### src/rtl/clock_pkg.sv
// Shared definitions for the clock's button-event interface.
//   N_BTN       : number of buttons, bit order {C,L,R,D,U} = [4:0]
//   TICK_HZ     : nominal scan-tick rate
//   CNT_W       : default width of per-button debounce/hold counters
//   BTN_*       : one-hot event codes presented on btn_event
//   prio_pick() : one-hot of the highest-priority set bit, C > U > D > L > R
package clock_pkg;

  localparam int unsigned N_BTN   = 5;
  localparam int unsigned TICK_HZ = 200;
  localparam int unsigned CNT_W   = 8;

  localparam logic [N_BTN-1:0] BTN_U = 5'b00001;
  localparam logic [N_BTN-1:0] BTN_D = 5'b00010;
  localparam logic [N_BTN-1:0] BTN_R = 5'b00100;
  localparam logic [N_BTN-1:0] BTN_L = 5'b01000;
  localparam logic [N_BTN-1:0] BTN_C = 5'b10000;

  typedef enum logic [1:0] {
    HOLD_IDLE   = 2'd0,
    HOLD_DELAY  = 2'd1,
    HOLD_REPEAT = 2'd2
  } hold_state_e;

  // Priority encoder for the event arbiter; result is one-hot or zero.
  function automatic logic [N_BTN-1:0] prio_pick(input logic [N_BTN-1:0] pend);
    logic [N_BTN-1:0] pick;
    pick = '0;
    if      (|(pend & BTN_C)) pick = BTN_C;
    else if (|(pend & BTN_U)) pick = BTN_U;
    else if (|(pend & BTN_D)) pick = BTN_D;
    else if (|(pend & BTN_L)) pick = BTN_L;
    else if (|(pend & BTN_R)) pick = BTN_R;
    return pick;
  endfunction

endpackage

### src/rtl/btn_debounce.sv
// One button: 2-flop synchroniser, tick-based debounce, optional auto-repeat
// hold FSM and a pending-event flag that the top-level arbiter consumes.
//   clk, reset : system clock, async active-high reset
//   tick_i     : one-clk scan strobe; all timing counts ticks
//   raw_i      : raw button pin, asynchronous to clk
//   grant_i    : arbiter consumed this button's pending event
//   level_o    : debounced level
//   pending_o  : an event is waiting for arbitration
module btn_debounce
  import clock_pkg::*;
#(
  parameter int unsigned DEBOUNCE_TICKS = 4,
  parameter int unsigned REPEAT_DELAY   = 100,
  parameter int unsigned REPEAT_PERIOD  = 20,
  parameter int unsigned CNT_W          = clock_pkg::CNT_W,
  parameter bit          REPEAT_EN      = 1'b0
) (
  input  logic clk,
  input  logic reset,
  input  logic tick_i,
  input  logic raw_i,
  input  logic grant_i,
  output logic level_o,
  output logic pending_o
);

  localparam logic [CNT_W-1:0] DB_LAST  = CNT_W'(DEBOUNCE_TICKS - 1);
  localparam logic [CNT_W-1:0] DLY_LAST = CNT_W'(REPEAT_DELAY - 1);
  localparam logic [CNT_W-1:0] PER_LAST = CNT_W'(REPEAT_PERIOD - 1);

  logic             sync1_q, sync2_q;
  logic             armed_q, armed_d;
  logic             stable_q, stable_d;
  logic             pending_q, pending_d;
  logic [CNT_W-1:0] db_cnt_q, db_cnt_d;
  logic [CNT_W-1:0] hold_cnt_q, hold_cnt_d;
  hold_state_e      state_q, state_d;
  logic             press_c, repeat_c;

  // Metastability synchroniser.
  always_ff @(posedge clk or posedge reset) begin
    if (reset) begin
      sync1_q <= 1'b0;
      sync2_q <= 1'b0;
    end else begin
      sync1_q <= raw_i;
      sync2_q <= sync1_q;
    end
  end

  // State registers.
  always_ff @(posedge clk or posedge reset) begin
    if (reset) begin
      armed_q    <= 1'b0;
      stable_q   <= 1'b0;
      pending_q  <= 1'b0;
      db_cnt_q   <= '0;
      hold_cnt_q <= '0;
      state_q    <= HOLD_IDLE;
    end else begin
      armed_q    <= armed_d;
      stable_q   <= stable_d;
      pending_q  <= pending_d;
      db_cnt_q   <= db_cnt_d;
      hold_cnt_q <= hold_cnt_d;
      state_q    <= state_d;
    end
  end

  // Debounce. After reset the button stays disarmed until it has read
  // released for DEBOUNCE_TICKS ticks, so a press held through reset never
  // produces an event.
  always_comb begin
    armed_d  = armed_q;
    stable_d = stable_q;
    db_cnt_d = db_cnt_q;
    press_c  = 1'b0;
    if (tick_i) begin
      if (!armed_q) begin
        if (sync2_q) begin
          db_cnt_d = '0;
        end else if (db_cnt_q == DB_LAST) begin
          armed_d  = 1'b1;
          db_cnt_d = '0;
        end else begin
          db_cnt_d = (&db_cnt_q) ? db_cnt_q : db_cnt_q + CNT_W'(1);
        end
      end else if (sync2_q != stable_q) begin
        if (db_cnt_q == DB_LAST) begin
          stable_d = sync2_q;
          db_cnt_d = '0;
          press_c  = sync2_q;
        end else begin
          db_cnt_d = (&db_cnt_q) ? db_cnt_q : db_cnt_q + CNT_W'(1);
        end
      end else begin
        db_cnt_d = '0;
      end
    end
  end

  // Auto-repeat hold FSM; a release from any state returns to idle.
  always_comb begin
    state_d    = state_q;
    hold_cnt_d = hold_cnt_q;
    repeat_c   = 1'b0;
    case (state_q)
      HOLD_IDLE: begin
        hold_cnt_d = '0;
        if (press_c && REPEAT_EN) state_d = HOLD_DELAY;
      end
      HOLD_DELAY: begin
        if (!stable_q) begin
          state_d    = HOLD_IDLE;
          hold_cnt_d = '0;
        end else if (tick_i) begin
          if (hold_cnt_q == DLY_LAST) begin
            repeat_c   = 1'b1;
            state_d    = HOLD_REPEAT;
            hold_cnt_d = '0;
          end else begin
            hold_cnt_d = (&hold_cnt_q) ? hold_cnt_q : hold_cnt_q + CNT_W'(1);
          end
        end
      end
      HOLD_REPEAT: begin
        if (!stable_q) begin
          state_d    = HOLD_IDLE;
          hold_cnt_d = '0;
        end else if (tick_i) begin
          if (hold_cnt_q == PER_LAST) begin
            repeat_c   = 1'b1;
            hold_cnt_d = '0;
          end else begin
            hold_cnt_d = (&hold_cnt_q) ? hold_cnt_q : hold_cnt_q + CNT_W'(1);
          end
        end
      end
      default: begin
        state_d    = HOLD_IDLE;
        hold_cnt_d = '0;
      end
    endcase
  end

  // Pending flag: a new set in the same cycle as a grant wins (re-queued).
  always_comb begin
    pending_d = pending_q;
    if (grant_i)              pending_d = 1'b0;
    if (press_c || repeat_c)  pending_d = 1'b1;
  end

  assign level_o   = stable_q;
  assign pending_o = pending_q;

endmodule

### src/rtl/button_event_generator.sv
// Producer side of the button-event interface: per-button debounce/repeat
// channels plus a tick-timed priority arbiter (C > U > D > L > R) that
// presents at most one one-hot event per tick, held for a full tick period.
// The button count is fixed by clock_pkg::N_BTN.
//   clk       : system clock
//   reset     : async active-high reset
//   tick      : one-clk scan strobe
//   btn_raw   : raw button pins {C,L,R,D,U}
//   btn_event : one-hot event code or 0, updates only on tick cycles
//   btn_level : debounced button levels
module button_event_generator
  import clock_pkg::*;
#(
  parameter int unsigned      DEBOUNCE_TICKS = 4,
  parameter int unsigned      REPEAT_DELAY   = 100,
  parameter int unsigned      REPEAT_PERIOD  = 20,
  parameter logic [N_BTN-1:0] REPEAT_MASK    = BTN_U | BTN_D,
  parameter int unsigned      CNT_W          = clock_pkg::CNT_W
) (
  input  logic             clk,
  input  logic             reset,
  input  logic             tick,
  input  logic [N_BTN-1:0] btn_raw,
  output logic [N_BTN-1:0] btn_event,
  output logic [N_BTN-1:0] btn_level
);

  logic [N_BTN-1:0] pending_c;
  logic [N_BTN-1:0] pick_c;
  logic [N_BTN-1:0] grant_c;
  logic [N_BTN-1:0] btn_event_q, btn_event_d;

  for (genvar i = 0; i < N_BTN; i++) begin : g_btn
    btn_debounce #(
      .DEBOUNCE_TICKS (DEBOUNCE_TICKS),
      .REPEAT_DELAY   (REPEAT_DELAY),
      .REPEAT_PERIOD  (REPEAT_PERIOD),
      .CNT_W          (CNT_W),
      .REPEAT_EN      (REPEAT_MASK[i])
    ) u_db (
      .clk       (clk),
      .reset     (reset),
      .tick_i    (tick),
      .raw_i     (btn_raw[i]),
      .grant_i   (grant_c[i]),
      .level_o   (btn_level[i]),
      .pending_o (pending_c[i])
    );
  end

  // Arbiter: grant and event update happen only on tick, so the event
  // stays constant for a whole tick period.
  always_comb begin
    pick_c      = prio_pick(pending_c);
    grant_c     = '0;
    btn_event_d = btn_event_q;
    if (tick) begin
      grant_c     = pick_c;
      btn_event_d = pick_c;
    end
  end

  always_ff @(posedge clk or posedge reset) begin
    if (reset) btn_event_q <= '0;
    else       btn_event_q <= btn_event_d;
  end

  assign btn_event = btn_event_q;

endmodule

### config.mk
export PLATFORM = sky130hd
export DESIGN_NAME = button_event_generator
export DESIGN_NICKNAME = d
export VERILOG_FILES = /design/src/rtl/clock_pkg.sv /design/src/rtl/btn_debounce.sv /design/src/rtl/button_event_generator.sv
export SDC_FILE = /design/constraint.sdc
export NUM_CORES = 1
export LEC_CHECK = 0
export CAP_MARGIN = 20
export CORE_ASPECT_RATIO = 0.5
export CORE_MARGIN = 4
export CORE_UTILIZATION = 55
export CTS_BUF_LIST = sky130_fd_sc_hd__clkbuf_8 sky130_fd_sc_hd__clkbuf_16
export CTS_CLUSTER_SIZE = 25
export DETAILED_ROUTE_END_ITERATION = 6
export HOLD_SLACK_MARGIN = 0.1
export PLACE_DENSITY = 0.73
export SYNTH_ARGS = -nofsm -noshare
export SYNTH_HDL_FRONTEND = slang
export SYNTH_SLANG_ARGS = --single-unit
### constraint.sdc
create_clock -name clk -period 8.3 [get_ports clk]
set_input_delay 1.245 -clock clk [delete_from_list [all_inputs] [get_ports clk]]
set_output_delay 1.245 -clock clk [all_outputs]
set_load 0.005 [all_outputs]
**After elaboration in Yosys (flattened, before gate mapping)**

Cells that the tools add are included.

- Memory bits (read-only): 0
- Input bits: 8
- Memories: 0
- Bits in registers: 120
- Output and inout port bits: 10
- RAM bits: 0
- Latch bits: 0
- Word-level logic and storage cells: 324

- Div/mod/pow operators: 0
- Add/subtract/negate cells: 10
- Multipliers: 0
- Order comparisons: 0
- Mux-type cells: 178
- Shifts and indexed selects: 0
- Reduce and logical (&&, ||, !) cells: 40
- Bitwise logic cells: 3
- Eq/ne operators: 52

Operators with widths:

| kind | number |
|---|---|
| two-way mux 8 bit | 60 |
| adder 8 x 1 -> 8 bit (second input constant) | 10 |
| one-hot mux 8 bit (2 select lines) | 5 |
| AND reduction 8 bit | 10 |
| two-way mux 1 bit | 75 |
| inequality test 3 bit (second input constant) | 15 |
| two-way mux 2 bit | 22 |
| == test 8 x 2 -> 1 bit (second input constant) | 5 |
| == test 8 x 5 -> 1 bit (second input constant) | 5 |
| == test 8 x 7 -> 1 bit (second input constant) | 5 |
| AND reduction 4 bit | 10 |
| one-hot mux 2 bit (3 select lines) | 5 |
| two-way mux 5 bit | 5 |
| == test 2 x 1 -> 1 bit (second input constant) | 5 |
| == test 2 bit (second input constant) | 5 |
| zero test 2 bit | 5 |
| inequality test 2 bit (second input constant) | 5 |
| one-hot mux 1 bit (2 select lines) | 5 |
| AND reduction 2 bit | 5 |
| nonzero test 2 bit | 5 |
| logical OR 1 bit | 5 |
| inequality test 1 bit | 5 |
| inequality test 2 x 1 -> 1 bit (second input constant) | 2 |
| two-way mux 3 bit | 1 |
| inverter 1 bit | 3 |

**Longest topological paths before layout**

Gate-level depths: netlist of run 1.

- Word-level depth: 8
- Depth in mapped cells: 8
- Depth with buffers taken out: 7

**Cells and area by module**

Synthesis of run 1 repeated with hierarchy kept, for this count alone.

- Cell total of the unflattened synthesis: 521
- Area total of the unflattened synthesis: 5059.9 um^2

Modules (own cells, without submodules):

| module | cells an instance | times used | area an instance (um^2) | seq. area each (um^2) |
|---|---|---|---|---|
| btn_debounce (g_btn[2].u_db ...) | 68 | 3 | 699.4 | 325.3 |
| btn_debounce (g_btn[1].u_db) | 150 | 1 | 1370.1 | 575.6 |
| btn_debounce (g_btn[0].u_db) | 147 | 1 | 1357.6 | 575.6 |
| button_event_generator | 20 | 1 | 234.0 | 125.1 |

**Worst setup path before layout of run 1**

No wires, ideal clock.

- Kind: input -> register
- Start point: input tick
- End point: register g_btn[0].u_db.state_q[1]
- Stages on the path: 4
- Library setup time: 0.139 ns
- Arrival: 2.062 ns
- Data required time: 8.161 ns
- Buffers on the path: 0
- Path slack: 6.099 ns
- Path through: clkinv_1 > o211a_1 > a2111oi_2 > o21ai_0

- Word-level cells in the longest chain between the ends: 3
- Elaborated cells between the ends (all ways): 4
- Classes of those cells: 2 x eq/ne; 1 x mux; 1 x reduce/logical

RTL lines:

| item | RTL line | source |
|---|---|---|
| start, declared | button_event_generator.sv:22 | `input logic tick,` |
| two-way mux 1 bit | btn_debounce.sv:78 | `if (tick_i) begin` |
| inequality test 2 x 1 -> 1 bit (no line) | - |  |
| AND reduction 4 bit (no line) (*) | - |  |
| end signal, assigned | btn_debounce.sv:66 | `state_q <= state_d;` |
| end, declared | btn_debounce.sv:37 | `hold_state_e state_q, state_d;` |

Every way passes the cells marked *; elsewhere a longest branch is shown, timed or not.
A chain may end at the register's enable or synchronous reset.

**Worst setup path in the final report of run 1**

- Start point: input tick
- End point: register g_btn[1].u_db.hold_cnt_q[7]

- Word-level cells in the longest chain between the ends: 2
- Elaborated cells between the ends (all ways): 3
- Classes of those cells: 2 x eq/ne; 1 x reduce/logical

RTL lines:

| item | RTL line | source |
|---|---|---|
| inequality test 3 bit (no line) | - |  |
| AND reduction 2 bit (no line) (*) | - |  |
| end signal, assigned | btn_debounce.sv:65 | `hold_cnt_q <= hold_cnt_d;` |
| end, declared | btn_debounce.sv:36 | `logic [CNT_W-1:0] hold_cnt_q, hold_cnt_d;` |

Marks and branches as above.

==> flow_summary.toml, run 1 <==
[outcome]
status = "complete, no violations"

[place]
gp_congestion = 0.842
place_hpwl_mm = 5.84
dp.cells = 603
port_buffers = 17

[final_layout]
fin_cells = 619
area_growth_syn_to_layout_pct = 11.1
final_common_cell = "dfrtp_1"
nets = 523
mostFrequentLayoutCells = "90 x dfrtp_1, 50 x nand2_1, 47 x nor2_1, 46 x a21oi_1, 29 x nand3_1"
num_antenna_cells = 0
layout-drive-gt1-share = 0.0809

[worst_setup_path]
crit_path_max_fanout = 41
path_cells = "clkdlybuf4s50_1 > buf_4 > clkinv_1 > nand2b_1 > and2_1 > a31oi_1 > a21oi_1"
endpoint_kind = "flip-flop"
arrival_ps = 3720
required_ps = 8570
crit_path_top_delay_cell = "nand2b_1"
slowest_delay_ps = 620
critPathLaunchType = "input pin"
critPathKind = "input pin to flip-flop"

[timing]
period_minus_slack_ps = 3450
fin_crit_sh = 0.416
final_max_slew_viol_count = 0
finClkSkew_ps = 2.64
setup_viol = 0
rsz0062_at_grt = "false"
finalHoldViolCount = 0
slew_headroom = 0.468
worst_slew_pin_slew_ps = 798
setup_tns_ps = 0
fmax_mhz = 290

[floorplan]
rows = 23
dieWidth_um = 139
ios = 18
die_h_um = 73.3
initial_core_util = 0.576
coreArea_mm2 = 0.00814
die_area_mm2 = 0.0102

[routing]
drtAntennaViolNets = 0
drtIter0Drc = 201
drc = 0
vias_per_cell = 5.83
drtPass1Iterations = 4
wl_per_cell_um = 14.1
wirelength_mm = 8.73
via_count = 3608

[pwr]
power_density_mw_per_mm2 = 247
max-vdd-ir-drop_mv = 0.116
p_leak_nw = 2.22

[worst_hold_path]
min_path_type = "flip-flop to flip-flop"

[clock_network]
postCtsSetupRepairBufs = 0
post_cts_resized = 0
cts-root-buf = "clkbuf_16"
clock_sinks = 90
worstSkewPairLatency_ps = 340
cts_hold_buf = 0
clk_pin_slew_ps = 60
tritoncts = "done"
htree_levels = 3
cts_buffer_depth = 2
numCtsBuffers = 9

[global_route]
grt_pass1_wl_mm = 15.4
grt_antenna_before_repair = 0
overflow = 0
grtUsageTotal = 0.188
grt_start_max_net_pins = 65
grt_pass1_vias = 3352

[yosys]
syn_area_per_cell_um2 = 9.59
ys_seq_elements = 90
synth_area_leaders = "dfrtp_1 48%, a21oi_1 4.9%, nand2_1 4.0%, nor2_1 3.8%, ha_1 3.5%"
syn_inst = 489
ys_warn_count = 0
async_flop_share = 1.00
synth_ff_type = "dfrtp_1"
synth_top_area_frac = 0.480
synth_edf_count = 0
syn-cell-area_mm2 = 0.00469
yosysTopAreaCell = "dfrtp_1"
synth_cell_types = 59
ys_seq_area_frac = 0.480
synth_fp_nets = 510

[job]
maxCapViolations = 0
[worst max-delay path, delay by kind of cell]
| family | cells | cell delay [ps] |
|---|---|---|
| buffers and inverters | 3 | 1400 |
| AOI/OAI and AO/OA | 2 | 200 |
| and+or+nand+nor | 2 | 840 |
[power by group]
part	internal, mW	switching [mW]
Combinational	0.156	0.155
Sequential	0.503	0.0720
Clock	0.239	0.163
[kinds of logic after synthesis]
group	after synthesis	synth area share
AOI/OAI and AO/OA	120	0.164
xor gates and xnor gates	25	0.0467
DFF	90	0.480
muxes	12	0.0275
buffers and inverters	33	0.0344
and+or+nand+nor	196	0.212
adders and majority gates	13	0.0347
[final cells by class]
cell class | count | area [um^2]
Clock buffer | 10 | 239
Clock inverter | 6 | 57.6
Fill cell | 667 | 2930
Inverter | 16 | 61.3
Multi-Input combinational cell | 366 | 2270
Sequential cell | 90 | 2250
Tap cell | 112 | 140
Timing Repair Buffer | 19 | 185
[stage by stage]
stage	power, mW	instance area (um^2)	setup WS, ps	hold slack [ps]	utilization
finish	1.29	5210	4850	346	0.640
global route	1.37	5210	4560	354	0.640
CTS	1.31	5210	4820	347	0.640
detailed placement	0.893	4910	4440	335	0.603
global placement	0.887	4910	4500	332	0.603
floorplan	0.824	4690	4720	331	-
[path summary, 6_finish.rpt]
kind                                        startpoint                           to  slack (ps)  cells past startpoint
max                                               tick  g_btn[1].u_db.hold_cnt_q[7]        4850                      7
min                              g_btn[4].u_db.sync1_q        g_btn[4].u_db.sync2_q         350                      0
max reg2reg                g_btn[0].u_db.hold_cnt_q[0]  g_btn[0].u_db.hold_cnt_q[0]        6140                      6
min reg2reg                      g_btn[4].u_db.sync1_q        g_btn[4].u_db.sync2_q         350                      0
max in group asynchronous                        reset    g_btn[4].u_db.db_cnt_q[4]        5930                      3
min in group asynchronous                        reset  g_btn[0].u_db.hold_cnt_q[4]        1220                      2
[routing by layer]
layer | track usage | vias up | share of wire
li1 | - | 1787 | -
met1 | 0.254 | 1738 | 0.50
met2 | 0.288 | 69 | 0.45
met3 | 0.0520 | 14 | 0.037
met4 | 0.0821 | 0 | 0.017
met5 | 0 | - | 0
[cells in the mapped netlist, drive strengths merged, types with 3 or more instances]
| cell | instances |
|---|---|
| dfrtp | 90 |
| nand2 | 50 |
| nor2 | 47 |
| a21oi | 46 |
| nand3 | 29 |
| o21ai | 22 |
| xnor2 | 17 |
| inv | 15 |
| buf | 13 |
| ha | 13 |
| nand4 | 11 |
| nor3 | 11 |
| and3 | 10 |
| xor2 | 8 |
| a31o | 7 |
| mux2 | 7 |
| nor2b | 7 |
| nor4b | 7 |
| a31oi | 5 |
| a41oi | 5 |
| mux2i | 5 |
| o211ai | 5 |
| a21o | 4 |
| and2 | 4 |
| clkbuf | 4 |
| nand2b | 4 |
| o21bai | 4 |
| a22o | 3 |
| nor3b | 3 |
| o2bb2ai | 3 |
| o31ai | 3 |
| or3 | 3 |
[sequential cells by signal, summed over array words and instances (netlist names)]
name	count
g_btn.u_db.hold_cnt_q	16
g_btn.u_db.armed_q	5
g_btn.u_db.level_o	5
g_btn.u_db.sync2_q	5
g_btn.u_db.db_cnt_q	40
g_btn.u_db.pending_o	5
g_btn.u_db.sync1_q	5
btn_event	5
g_btn.u_db.state_q	4
Power figures use the tool's default switching activity.
==> run 2, diff against run 1 <==
PLACE_DENSITY = 0.76   (was 0.73)
clock period = 3.15 ns   (was 8.3 ns; I/O delays follow)
==> flow_summary.toml, run 2 (synthesis results as in run 1) <==
[outcome]
status = "complete, no violations"

[pwr]
swShare = 0.307
power_density_mw_per_mm2 = 649
comb_power_share = 0.245
pwr-share-clk = 0.309
p_leak_nw = 2.23
p_sw_mw = 1.04
p_total_mw = 3.40
p_int_mw = 2.35
max-vdd-ir-drop_mv = 0.329
pwr-share-seq = 0.446

[final_layout]
final_common_cell = "dfrtp_1"
multi_input_area_mm2 = 0.00227
layout-drive-gt1-share = 0.0864
top_register = "g_btn.u_db.db_cnt_q"
reg.largest.list = "g_btn.u_db.db_cnt_q (40), g_btn.u_db.hold_cnt_q (16)"
area_growth_syn_to_layout_pct = 11.7
fillers = 661
mostFrequentLayoutCells = "90 x dfrtp_1, 50 x nand2_1, 47 x nor2_1, 46 x a21oi_1, 29 x nand3_1"
nets = 525
regArea_mm2 = 0.00225
num_antenna_cells = 0
largest_reg_flops = 40

[worst_setup_path]
rr_startpoint = "g_btn[0].u_db.hold_cnt_q[0]"
endpoint_kind = "flip-flop"
rr_worst_depth = 6
critPathKind = "flip-flop to flip-flop"
crit_path_max_fanout = 8
reg2reg_slack_ps = 1050
required_ps = 3380
arrival_ps = 2330
reg2reg_to = "g_btn[0].u_db.hold_cnt_q[0]"
critPathLaunchType = "flip-flop"

[worst_hold_path]
min_path_type = "flip-flop to flip-flop"
min-delay-start = "g_btn[3].u_db.sync1_q"
holdPathStages = 0
min_to = "g_btn[3].u_db.sync2_q"

[global_route]
grt_start_max_net_pins = 52
grt_antenna_before_repair = 0
grt_pass1_vias = 3368
overflow = 0
grt_pass1_wl_mm = 15.2
grtUsageTotal = 0.183

[routing]
drc = 0
drtAntennaViolNets = 0
vias_per_cell = 5.76
drtIter0Drc = 253
drtPass1Iterations = 5
via_count = 3580
wl_per_cell_um = 13.9
wirelength_mm = 8.62

[timing]
finalHoldViolCount = 0
worst_slew_pin_slew_ps = 881
setup_tns_ps = 0
fmax_mhz = 476
final_max_slew_viol_count = 0
rsz0062_at_grt = "false"
slew_headroom = 0.412
period_minus_slack_ps = 2100
setup_viol = 0
fin_crit_sh = 0.668
finClkSkew_ps = 4.45

[clock_network]
postCtsSetupRepairBufs = 0
tritoncts = "done"
clk_pin_slew_ps = 60
worstSkewPairLatency_ps = 340
clock_sinks = 90
cts_hold_buf = 0
cts-root-buf = "clkbuf_16"
htree_levels = 3
post_cts_resized = 0
cts_buffer_depth = 2
numCtsBuffers = 9

[place]
port_buffers = 17
gp_congestion = 0.863
place_hpwl_mm = 5.92

[floorplan]
rows = 23
dieWidth_um = 139
die_h_um = 73.3
coreArea_mm2 = 0.00814
die_area_mm2 = 0.0102
ios = 18
initial_core_util = 0.576

[job]
maxCapViolations = 0
-- run 2: changes by cell type in the layout (fill, tap and decap cells not counted), sizes merged --
| cell | previous run | this run |
|---|---|---|
| buf | 2 | 4 |
| clkinvlp | 0 | 2 |
| clkbuf | 10 | 9 |
| clkinv | 6 | 5 |
-- run 2: per-stage QoR --
| step | instances | instance area (um^2) | hold slack (ps) | utilization | setup WS (ps) |
|---|---|---|---|---|---|
| global route | 621 | 5240 | 354 | 0.643 | 856 |
| CTS | 621 | 5240 | 349 | 0.643 | 1050 |
| global placement | 605 | 4940 | 331 | 0.607 | 934 |
| floorplan | 489 | 4690 | 331 | - | 342 |
| finish | 621 | 5240 | 348 | 0.643 | 1050 |
| detailed placement | 605 | 4940 | 335 | 0.607 | 857 |
-- run 2: worst max path at each step --
stage | startpoint | endpoint | slack, ps | depth (start not counted)
after floorplan | reset | btn_event[0] | 340 | 1
after global placement | tick | g_btn[2].u_db.db_cnt_q[5] | 930 | 6
after detailed placement | tick | g_btn[2].u_db.db_cnt_q[5] | 860 | 6
after CTS | g_btn[0].u_db.hold_cnt_q[0] | g_btn[0].u_db.hold_cnt_q[0] | 1050 | 6
after global routing | g_btn[1].u_db.hold_cnt_q[0] | g_btn[1].u_db.hold_cnt_q[0] | 860 | 6
final | g_btn[0].u_db.hold_cnt_q[0] | g_btn[0].u_db.hold_cnt_q[0] | 1050 | 6
-- run 2: layout make-up --
class / instances / area share
multi-input cells: 366 / 0.435
flip-flops and latches: 90 / 0.430
clock buffers: 9 / 0.0430
repair buffers: 21 / 0.0406
well taps: 112 / 0.0268
clock inverters: 7 / 0.0131
inverters: 16 / 0.0117
-- run 2: critical path, stage by stage, from the launching register on --
cell and delay (ps):
dfrtp_1 410, ha_1 330, nor3b_2 290, a41oi_1 220, a21o_1 290, a21o_1 190, mux2_2 250
-- run 2: power groups by stage --
stage	Clock, mW	Sequential (mW)	Combinational, mW
floorplan	0	1.47	0.696
global placement	0	1.53	0.809
detailed placement	0	1.53	0.836
CTS	1.08	1.51	0.841
global route	1.13	1.54	0.945
finish	1.05	1.51	0.831
-- run 2: routing by layer --
metal	up-vias	global-route usage	part of all wire
li1	1796	-	-
met1	1726	0.242	0.50
met2	47	0.307	0.45
met3	11	0.0449	0.034
met4	0	0.0526	0.0099
met5	-	0	0
